## src/rtl/lsu_pkg.sv

```systemverilog
// Shared types and helpers for the load/store unit.
// Optional build macro: LSU_TIMEOUT_EN (adds a bounded wait on the memory side).
package lsu_pkg;

    typedef enum logic [1:0] {
        SZ_B = 2'b00,
        SZ_H = 2'b01,
        SZ_W = 2'b10
    } lsu_size_e;

    typedef enum logic [1:0] {
        IDLE,
        ISSUE,
        WAIT_R,
        RESP
    } lsu_state_e;

    localparam int TIMEOUT_W = 8;
    localparam int LANES     = 4;

    // Byte-lane write strobes for an aligned access; illegal sizes get no lanes.
    function automatic logic [3:0] strobe_gen(input logic [1:0] size, input logic [1:0] addr_lo);
        logic [3:0] s;
        s = 4'b0000;
        case (size)
            SZ_B:    s = 4'b0001 << addr_lo;
            SZ_H:    s = 4'b0011 << {addr_lo[1], 1'b0};
            SZ_W:    s = 4'b1111;
            default: s = 4'b0000;
        endcase
        return s;
    endfunction

endpackage

```

## src/rtl/lsu_load_align.sv

```systemverilog
// Load data alignment: picks the addressed byte/half lane out of the
// returned word and sign- or zero-extends it to 32 bits.
module lsu_load_align
    import lsu_pkg::*;
(
    input  logic [31:0] rdata,
    input  logic [1:0]  addr_lo,
    input  logic [1:0]  size,
    input  logic        uns,
    output logic [31:0] data
);

    logic [7:0]  lanes [LANES];
    logic [7:0]  byte_sel;
    logic [15:0] half_sel;

    genvar gi;
    generate
        for (gi = 0; gi < LANES; gi++) begin : g_lane
            assign lanes[gi] = rdata[8*gi +: 8];
        end
    endgenerate

    assign byte_sel = lanes[addr_lo];
    assign half_sel = addr_lo[1] ? rdata[31:16] : rdata[15:0];

    // Extend the selected lane; word loads pass straight through.
    always_comb begin
        data = rdata;
        case (size)
            SZ_B:    data = {{24{~uns & byte_sel[7]}}, byte_sel};
            SZ_H:    data = {{16{~uns & half_sel[15]}}, half_sel};
            default: data = rdata;
        endcase
    end

endmodule

```

## src/rtl/load_store_unit.sv

```systemverilog
// Load/store unit: one request from execute becomes one word-aligned,
// byte-strobed memory transaction; loads are aligned and extended.
// Optional build macro: LSU_TIMEOUT_EN aborts after TIMEOUT cycles of waiting.
module load_store_unit
    import lsu_pkg::*;
#(
    parameter int ADDR_W  = 32,
    parameter int DATA_W  = 32,
    parameter int TIMEOUT = 255
) (
    input  logic              clk,
    input  logic              rst,
    input  logic              req_valid,
    output logic              req_ready,
    input  logic              req_we,
    input  logic [1:0]        req_size,
    input  logic              req_unsigned,
    input  logic [ADDR_W-1:0] req_addr,
    input  logic [DATA_W-1:0] req_wdata,
    output logic              rsp_valid,
    output logic [DATA_W-1:0] rsp_rdata,
    output logic              rsp_err,
    output logic              mem_valid,
    input  logic              mem_ready,
    output logic              mem_we,
    output logic [ADDR_W-1:0] mem_addr,
    output logic [3:0]        mem_wstrb,
    output logic [DATA_W-1:0] mem_wdata,
    input  logic              mem_rvalid,
    input  logic [DATA_W-1:0] mem_rdata
);

    lsu_state_e        state_reg, state_next;
    logic [1:0]        size_reg;
    logic              uns_reg;
    logic [1:0]        addr_lo_reg;
    logic              mem_we_reg;
    logic [ADDR_W-1:0] mem_addr_reg;
    logic [3:0]        mem_wstrb_reg;
    logic [DATA_W-1:0] mem_wdata_reg;
    logic [DATA_W-1:0] rsp_rdata_reg;
    logic              rsp_err_reg;
    logic [DATA_W-1:0] wdata_rep;
    logic [DATA_W-1:0] load_data;
    logic              req_bad;
    logic              timeout_hit;

    // Illegal size or an address not aligned to the access size.
    assign req_bad = (req_size == 2'b11)
                   | ((req_size == SZ_H) & req_addr[0])
                   | ((req_size == SZ_W) & (req_addr[1:0] != 2'b00));

    // Replicate store data across all lanes so the strobes alone pick the bytes.
    genvar gi;
    generate
        for (gi = 0; gi < LANES; gi++) begin : g_wrep
            assign wdata_rep[8*gi +: 8] = (req_size == SZ_B) ? req_wdata[7:0] :
                                          (req_size == SZ_H) ? req_wdata[8*(gi%2) +: 8] :
                                                               req_wdata[8*gi +: 8];
        end
    endgenerate

`ifdef LSU_TIMEOUT_EN
    localparam logic [TIMEOUT_W-1:0] TIMEOUT_CNT = TIMEOUT_W'(TIMEOUT);
    logic [TIMEOUT_W-1:0] cnt_reg;

    // Cycle counter for the memory-wait states, restarted on each entry.
    always_ff @(posedge clk or negedge rst) begin
        if (!rst) begin
            cnt_reg <= '0;
        end else if ((state_next != state_reg) && (state_next == ISSUE || state_next == WAIT_R)) begin
            cnt_reg <= '0;
        end else if (state_reg == ISSUE || state_reg == WAIT_R) begin
            cnt_reg <= cnt_reg + 1'b1;
        end
    end

    assign timeout_hit = (state_reg == ISSUE || state_reg == WAIT_R) && (cnt_reg == TIMEOUT_CNT);
`else
    // No counter: the memory side may stall indefinitely.
    assign timeout_hit = 1'b0;
`endif

    // State register.
    always_ff @(posedge clk or negedge rst) begin
        if (!rst) state_reg <= IDLE;
        else      state_reg <= state_next;
    end

    // Next-state and handshake outputs.
    always_comb begin
        state_next = state_reg;
        req_ready  = 1'b0;
        mem_valid  = 1'b0;
        rsp_valid  = 1'b0;
        case (state_reg)
            IDLE: begin
                req_ready = 1'b1;
                if (req_valid) state_next = req_bad ? RESP : ISSUE;
            end
            ISSUE: begin
                mem_valid = ~timeout_hit;
                if (timeout_hit)    state_next = RESP;
                else if (mem_ready) state_next = mem_we_reg ? RESP : WAIT_R;
            end
            WAIT_R: begin
                if (timeout_hit || mem_rvalid) state_next = RESP;
            end
            RESP: begin
                rsp_valid  = 1'b1;
                state_next = IDLE;
            end
            default: state_next = IDLE;
        endcase
    end

    // Request capture, memory-side registers and response data.
    always_ff @(posedge clk or negedge rst) begin
        if (!rst) begin
            size_reg      <= 2'b00;
            uns_reg       <= 1'b0;
            addr_lo_reg   <= 2'b00;
            mem_we_reg    <= 1'b0;
            mem_addr_reg  <= '0;
            mem_wstrb_reg <= 4'b0000;
            mem_wdata_reg <= '0;
            rsp_rdata_reg <= '0;
            rsp_err_reg   <= 1'b0;
        end else begin
            case (state_reg)
                IDLE: if (req_valid) begin
                    size_reg      <= req_size;
                    uns_reg       <= req_unsigned;
                    addr_lo_reg   <= req_addr[1:0];
                    mem_we_reg    <= req_we;
                    mem_addr_reg  <= {req_addr[ADDR_W-1:2], 2'b00};
                    mem_wstrb_reg <= req_we ? strobe_gen(req_size, req_addr[1:0]) : 4'b0000;
                    mem_wdata_reg <= wdata_rep;
                    rsp_rdata_reg <= '0;
                    rsp_err_reg   <= req_bad;
                end
                ISSUE: if (timeout_hit) rsp_err_reg <= 1'b1;
                WAIT_R: begin
                    if (timeout_hit) begin
                        rsp_err_reg   <= 1'b1;
                        rsp_rdata_reg <= '0;
                    end else if (mem_rvalid) begin
                        rsp_rdata_reg <= load_data;
                    end
                end
                default: ;
            endcase
        end
    end

    lsu_load_align u_align (
        .rdata   (mem_rdata),
        .addr_lo (addr_lo_reg),
        .size    (size_reg),
        .uns     (uns_reg),
        .data    (load_data)
    );

    assign mem_we    = mem_we_reg;
    assign mem_addr  = mem_addr_reg;
    assign mem_wstrb = mem_wstrb_reg;
    assign mem_wdata = mem_wdata_reg;
    assign rsp_rdata = rsp_rdata_reg;
    assign rsp_err   = rsp_err_reg;

endmodule

```

## config.mk

```make
export PLATFORM = sky130hd
export DESIGN_NAME = load_store_unit
export DESIGN_NICKNAME = d
export VERILOG_FILES = /design/src/rtl/lsu_pkg.sv /design/src/rtl/lsu_load_align.sv /design/src/rtl/load_store_unit.sv
export SDC_FILE = /design/constraint.sdc
export NUM_CORES = 1
export LEC_CHECK = 0
export BUFFER_PORTS_ARGS = -buffer_cell sky130_fd_sc_hd__buf_4
export CORE_ASPECT_RATIO = 1.5
export CORE_UTILIZATION = 48
export DETAILED_ROUTE_END_ITERATION = 12
export PLACE_DENSITY = 0.82
export SYNTH_ARGS = -nofsm -noshare
export SYNTH_HDL_FRONTEND = slang
export SYNTH_SLANG_ARGS = --single-unit
export TNS_END_PERCENT = 20
```

## constraint.sdc

```tcl
create_clock -name clk -period 2.6 [get_ports clk]
set_input_delay 0.52 -clock clk [delete_from_list [all_inputs] [get_ports clk]]
set_output_delay 0.52 -clock clk [all_outputs]
set_load 0.01 [all_outputs]
```

# == After elaboration in Yosys (flattened, before gate mapping) ==
# Cells that the tools add are included.
# word_totals
output_inout_bits,105
regBits,107
word_cells,63
inputBits,105
# op_classes
mux,24
reduce_logical,8
n_eq_ne,10
n_lt_le_gt_ge,1
n_bitwise,8
n_shift,2
# op_table
cell,count
one-hot mux 32 bit (2 select lines),2
2-to-1 mux 32 bit,2
2-to-1 mux 8 bit,7
binary-select mux 8 bit (select 2 bit),1
2-to-1 mux 16 bit,1
one-hot mux 4 bit (3 select lines),1
"== test 2 bit, second input constant",4
2-to-1 mux 2 bit,4
one-hot mux 2 bit (4 select lines),1
"== test 2 x 1 -> 1 bit, second input constant",3
zero test 2 bit,3
"!= test 2 bit, second input constant",3
AND reduction 3 bit,2
AND 1 bit,4
2-to-1 mux 1 bit,4
2-to-1 mux 4 bit,1
nonzero test 2 bit,2
"left shift 1 x 2 -> 4 bit, first input constant",1
"left shift 2 x 2 -> 4 bit, first input constant",1
">= comparator 3 bit, second input constant",1
NOT 2 -> 3 bit,1
bitwise OR 1 bit,2
AND reduction 2 bit,1
NOT 1 bit,1

# == Longest topological paths before layout ==
# logic_depth
ltp_word,8
depth_mapped,9
depth_no_buf,6

# == Cells and area by module ==
# A second synthesis with hierarchy kept.
# hier_totals
hier_cells,427
hier_area_um2,5121.2
# modules_own_cells
module,seq_area_each_um2,area_each_um2,cells_each,n_inst
load_store_unit,2677.6,4411.7,334,1
lsu_load_align,0.0,709.4,93,1

# == Worst setup path before layout ==
# Ideal clock, no wire load.
# synth_path
kind,register to register
from,reg state_reg[0]
to,reg rsp_rdata_reg[16] (netlist: rsp_rdata[16])
slack_ns,0.452
setup_time_ns,0.126
required_time_ns,2.474
path_buffers,3
arrival_time_ns,2.022
path_stages_with_launch,10
period_less_slack_ns,2.148
path_cell_list,dfrtp_1 inv_1 ha_1 nand2b_4 and3_1 clkbuf_1 and2_1 clkbuf_1 buf_2 a221o_2
# synth_via
elab_chain_cells,3
elab_cells_between_ends,7
classes_between,eq/ne (3); mux (1); reduce/logical (3)
# synth_rtl
item,line_no,text
start: declaration,load_store_unit.sv:33,"lsu_state_e state_reg, state_next;"
start signal: assignment,load_store_unit.sv:87,else state_reg <= state_next;
== test 2 bit or zero test 2 bit (tied branches),load_store_unit.sv:130,case (state_reg)
!= test 2 bit (no line) or nonzero test 2 bit (tied branches),--,
AND reduction 3 bit (no line),--,
end signal: assignment,load_store_unit.sv:148,rsp_rdata_reg <= load_data;
end: declaration,load_store_unit.sv:41,logic [DATA_W-1:0] rsp_rdata_reg;
# Parallel ways exist; a longest one is shown, timed or not.
# A chain may end at the register's enable or synchronous reset.

# == Worst setup path after layout ==
# layout_path
from,reg state_reg[0]
to,reg rsp_rdata_reg[20] (netlist: rsp_rdata[20])
# The elaborated chain is that of the path after synthesis.

==> impl_metrics.ini <==
[outcome]
status = finished clean

[worst_setup_path]
ws_path_type = flop to flop
required_worst_endpoint_ns = 2.81
worst_path_max_delay_cell = a221o_2
path_max_fanout = 16
arrival_ns = 2.34
critical_path.max_stage_delay_ns = 0.48
timing.critical_path.cells = inv_1, ha_1, nand2b_4, and3_1, and2_1, a221o_2
setup.reg_to_reg.worst_slack_ns = 0.47
cp-start-kind = flop
setup.worst_path.end_class = flop

[synthesis]
syn_area_um2 = 5014
yosys.cell_types.count = 35
synth-edff-count = 0
synth_largest_area_cell = dfrtp_1
ys_ff_latch = 107
synth-async-reset-ratio = 1.000
yosys_most_used_dff = dfrtp_1
synth.avg_cell_area_um2 = 11.63
synth_top_cell_area_share = 0.5341
synth_area_leaders = dfrtp_1, mux2_2, mux2i_1
synthCells = 431
yosysWarnings = 0
yosysSeqAreaShare = 0.5341

[detailed_routing]
vias = 4141
detail_route.vias_per_cell = 5.544
wl_mm = 13.71
routedWlPerCell_um = 18.35
post-route-drc-count = 0
route.antenna.remaining_nets = 0
drt_iter0_drc = 131
drtPass1Iterations = 4

[placement]
gp_routability_congestion = 0.8447
dpl_cell_area_um2 = 6661
dp_worst_setup_slack_ns = 0.4875
io_buffer_count = 207
hpwl_after_dpl_mm = 10.50

[power_and_ir_drop]
p_seq_frac = 0.367
power_per_cell_area_nw_per_um2 = 1156
cell_internal_pwr_uw = 5169
total_switching_power_uw = 2881
power.share.switching = 0.3579
peakVddDrop_mv = 0.7203
p_total_uw = 8051
static-leakage-power_uw = 0.003448
share_comb_of_total_power = 0.462
clock_power_share = 0.170

[grt]
grt_pass1_vias = 4419
antenna_found_initial = 0
grtUsageTotal = 0.2565
wire_length_of_the_first_global_routing_pass_mm = 21.63
pin_count_of_the_biggest_net_entering_global_routing = 71
total_gr_overflow = 0

[sta]
postLayoutSetupSlackWorst_ns = 0.4744
grt_setup_unrepaired = false
timing_max_transition_violations_final = 0
timing.final.crit_period_ns = 2.126
max_slew_margin = 0.5710
hold_viol = 0
timing.setup.tns_ns = 0
clock-skew-final_ns = 0.005773
whs_ns = 0.06589
max_slew.worst_pin.slew_ns = 0.6435
final_min_period_over_clock_period = 0.8175
setup_viol_count_final = 0
highest_clock_frequency_the_design_can_meet_mhz = 470.5

[clock_tree]
cts.sink_count = 107
cts_hold_buffers = 0
clk-insertion-delay-late_ns = 0.34
cts_inserted_buffers = 9
cts_buffer_depth = 2
cts.clk_slew.worst_paths_ns = 0.07
postcts_resize_cnt = 0
tritoncts = done
htree_num_levels = 3
clock_tree.root_cell = clkbuf_16
cts_setup_buffers = 0

[cells_and_area]
register_area_um2 = 2678
share_of_layout_cells_above_drive_strength_1 = 0.4889
design_area_um2 = 6962
diode_count = 0
fill_cells = 752
finalNetCount = 736
area_delta_synth_final_pct = 38.86
multi_input_area_um2 = 2165

[floorplan]
placementRows = 45
initial_utilization = 0.4947
die_w_um = 85.45
chip_height_um = 127.2
io_pins = 210
die-area_um2 = 10870
core_area_um2 = 10130

[run]
maxCapViolCount = 0

[min_path]
hp-class = input port to async pin
==> power by group through the flow <==
stage          Clock, µW  Combinational (µW)  Sequential [µW]
6_report            1370                3720             2960
5_1_grt             1450                4040             3050
4_1_cts             1400                3750             2960
3_5_place_dp           0                3750             2970
3_3_place_gp           0                3630             2920
2_1_floorplan          0                1740             3190
==> cells in the mapped netlist (5+ instances only) <==
library cell,count
a21oi_1,23
a221o_2,16
a32o_1,8
clkbuf_1,26
dfrtp_1,107
ha_1,5
inv_1,5
mux2_2,52
mux2i_1,34
nand2_1,38
nand2b_1,18
nor2_1,13
nor2b_1,7
o21ai_0,52
==> logic make-up after synthesis <==
group	after synthesis	synth area share
AOI/OAI and AO/OA	107	0.1467
adders and majority gates	5	0.01248
buffers and inverters	39	0.03644
DFF	107	0.5341
muxes	86	0.1847
other	1	0.0007480
and+or+nand+nor	86	0.08486
==> through the flow <==
step           cells  utilization
5_1_grt          747       0.6869
3_5_place_dp     732       0.6573
2_1_floorplan    432            -
6_report         747       0.6869
4_1_cts          747       0.6869
3_3_place_gp     732       0.6573
==> cell usage in the layout (no fill, tap or decap), types with 13 or more instances in the layout <==
master,instances
buf_4,215
dfrtp_1,107
a221o_2,16
mux2_2,52
nand2b_1,18
nand2_1,37
nor2_1,13
a21oi_1,23
mux2i_1,34
o21ai_0,52
==> worst paths after layout <==
path                               startpoint             to  depth (start not counted)
min in group clk                 req_addr[19]   mem_addr[19]                          2
max in group asynchronous                 rst   mem_wstrb[0]                          2
worst min register to register  mem_wdata[13]  mem_wdata[13]                          2
worst max register to register   state_reg[0]  rsp_rdata[20]                          6
worst max-delay path             state_reg[0]  rsp_rdata[20]                          6
worst min-delay path                      rst   rsp_rdata[9]                          1
==> routing by layer <==
layer	vias up	track usage	wire length [µm]
met2	198	0.4621	7219
met3	32	0.07364	1120
li1	1919	-	-
met1	1992	0.2812	4923
met4	0	0.1020	442
met5	-	0	0
==> cell type report <==
class	instances	area share
flip-flops and latches	107	0.3846
repair buffers	217	0.2376
multi-input cells	286	0.3109
inverters	5	0.002696
clock buffers	10	0.03433
clock inverters	5	0.008807
well taps	117	0.02103
==> worst max-delay path, delay by kind of cell (launching register included) <==
| kind | cells | cell delay, ns |
|---|---|---|
| buf+inv | 1 | 0.16 |
| simple gates | 3 | 0.63 |
| compound gates | 1 | 0.48 |
| fa+ha+maj | 1 | 0.32 |
| flops | 1 | 0.41 |
No activity file was read; power rests on OpenSTA's default activity.
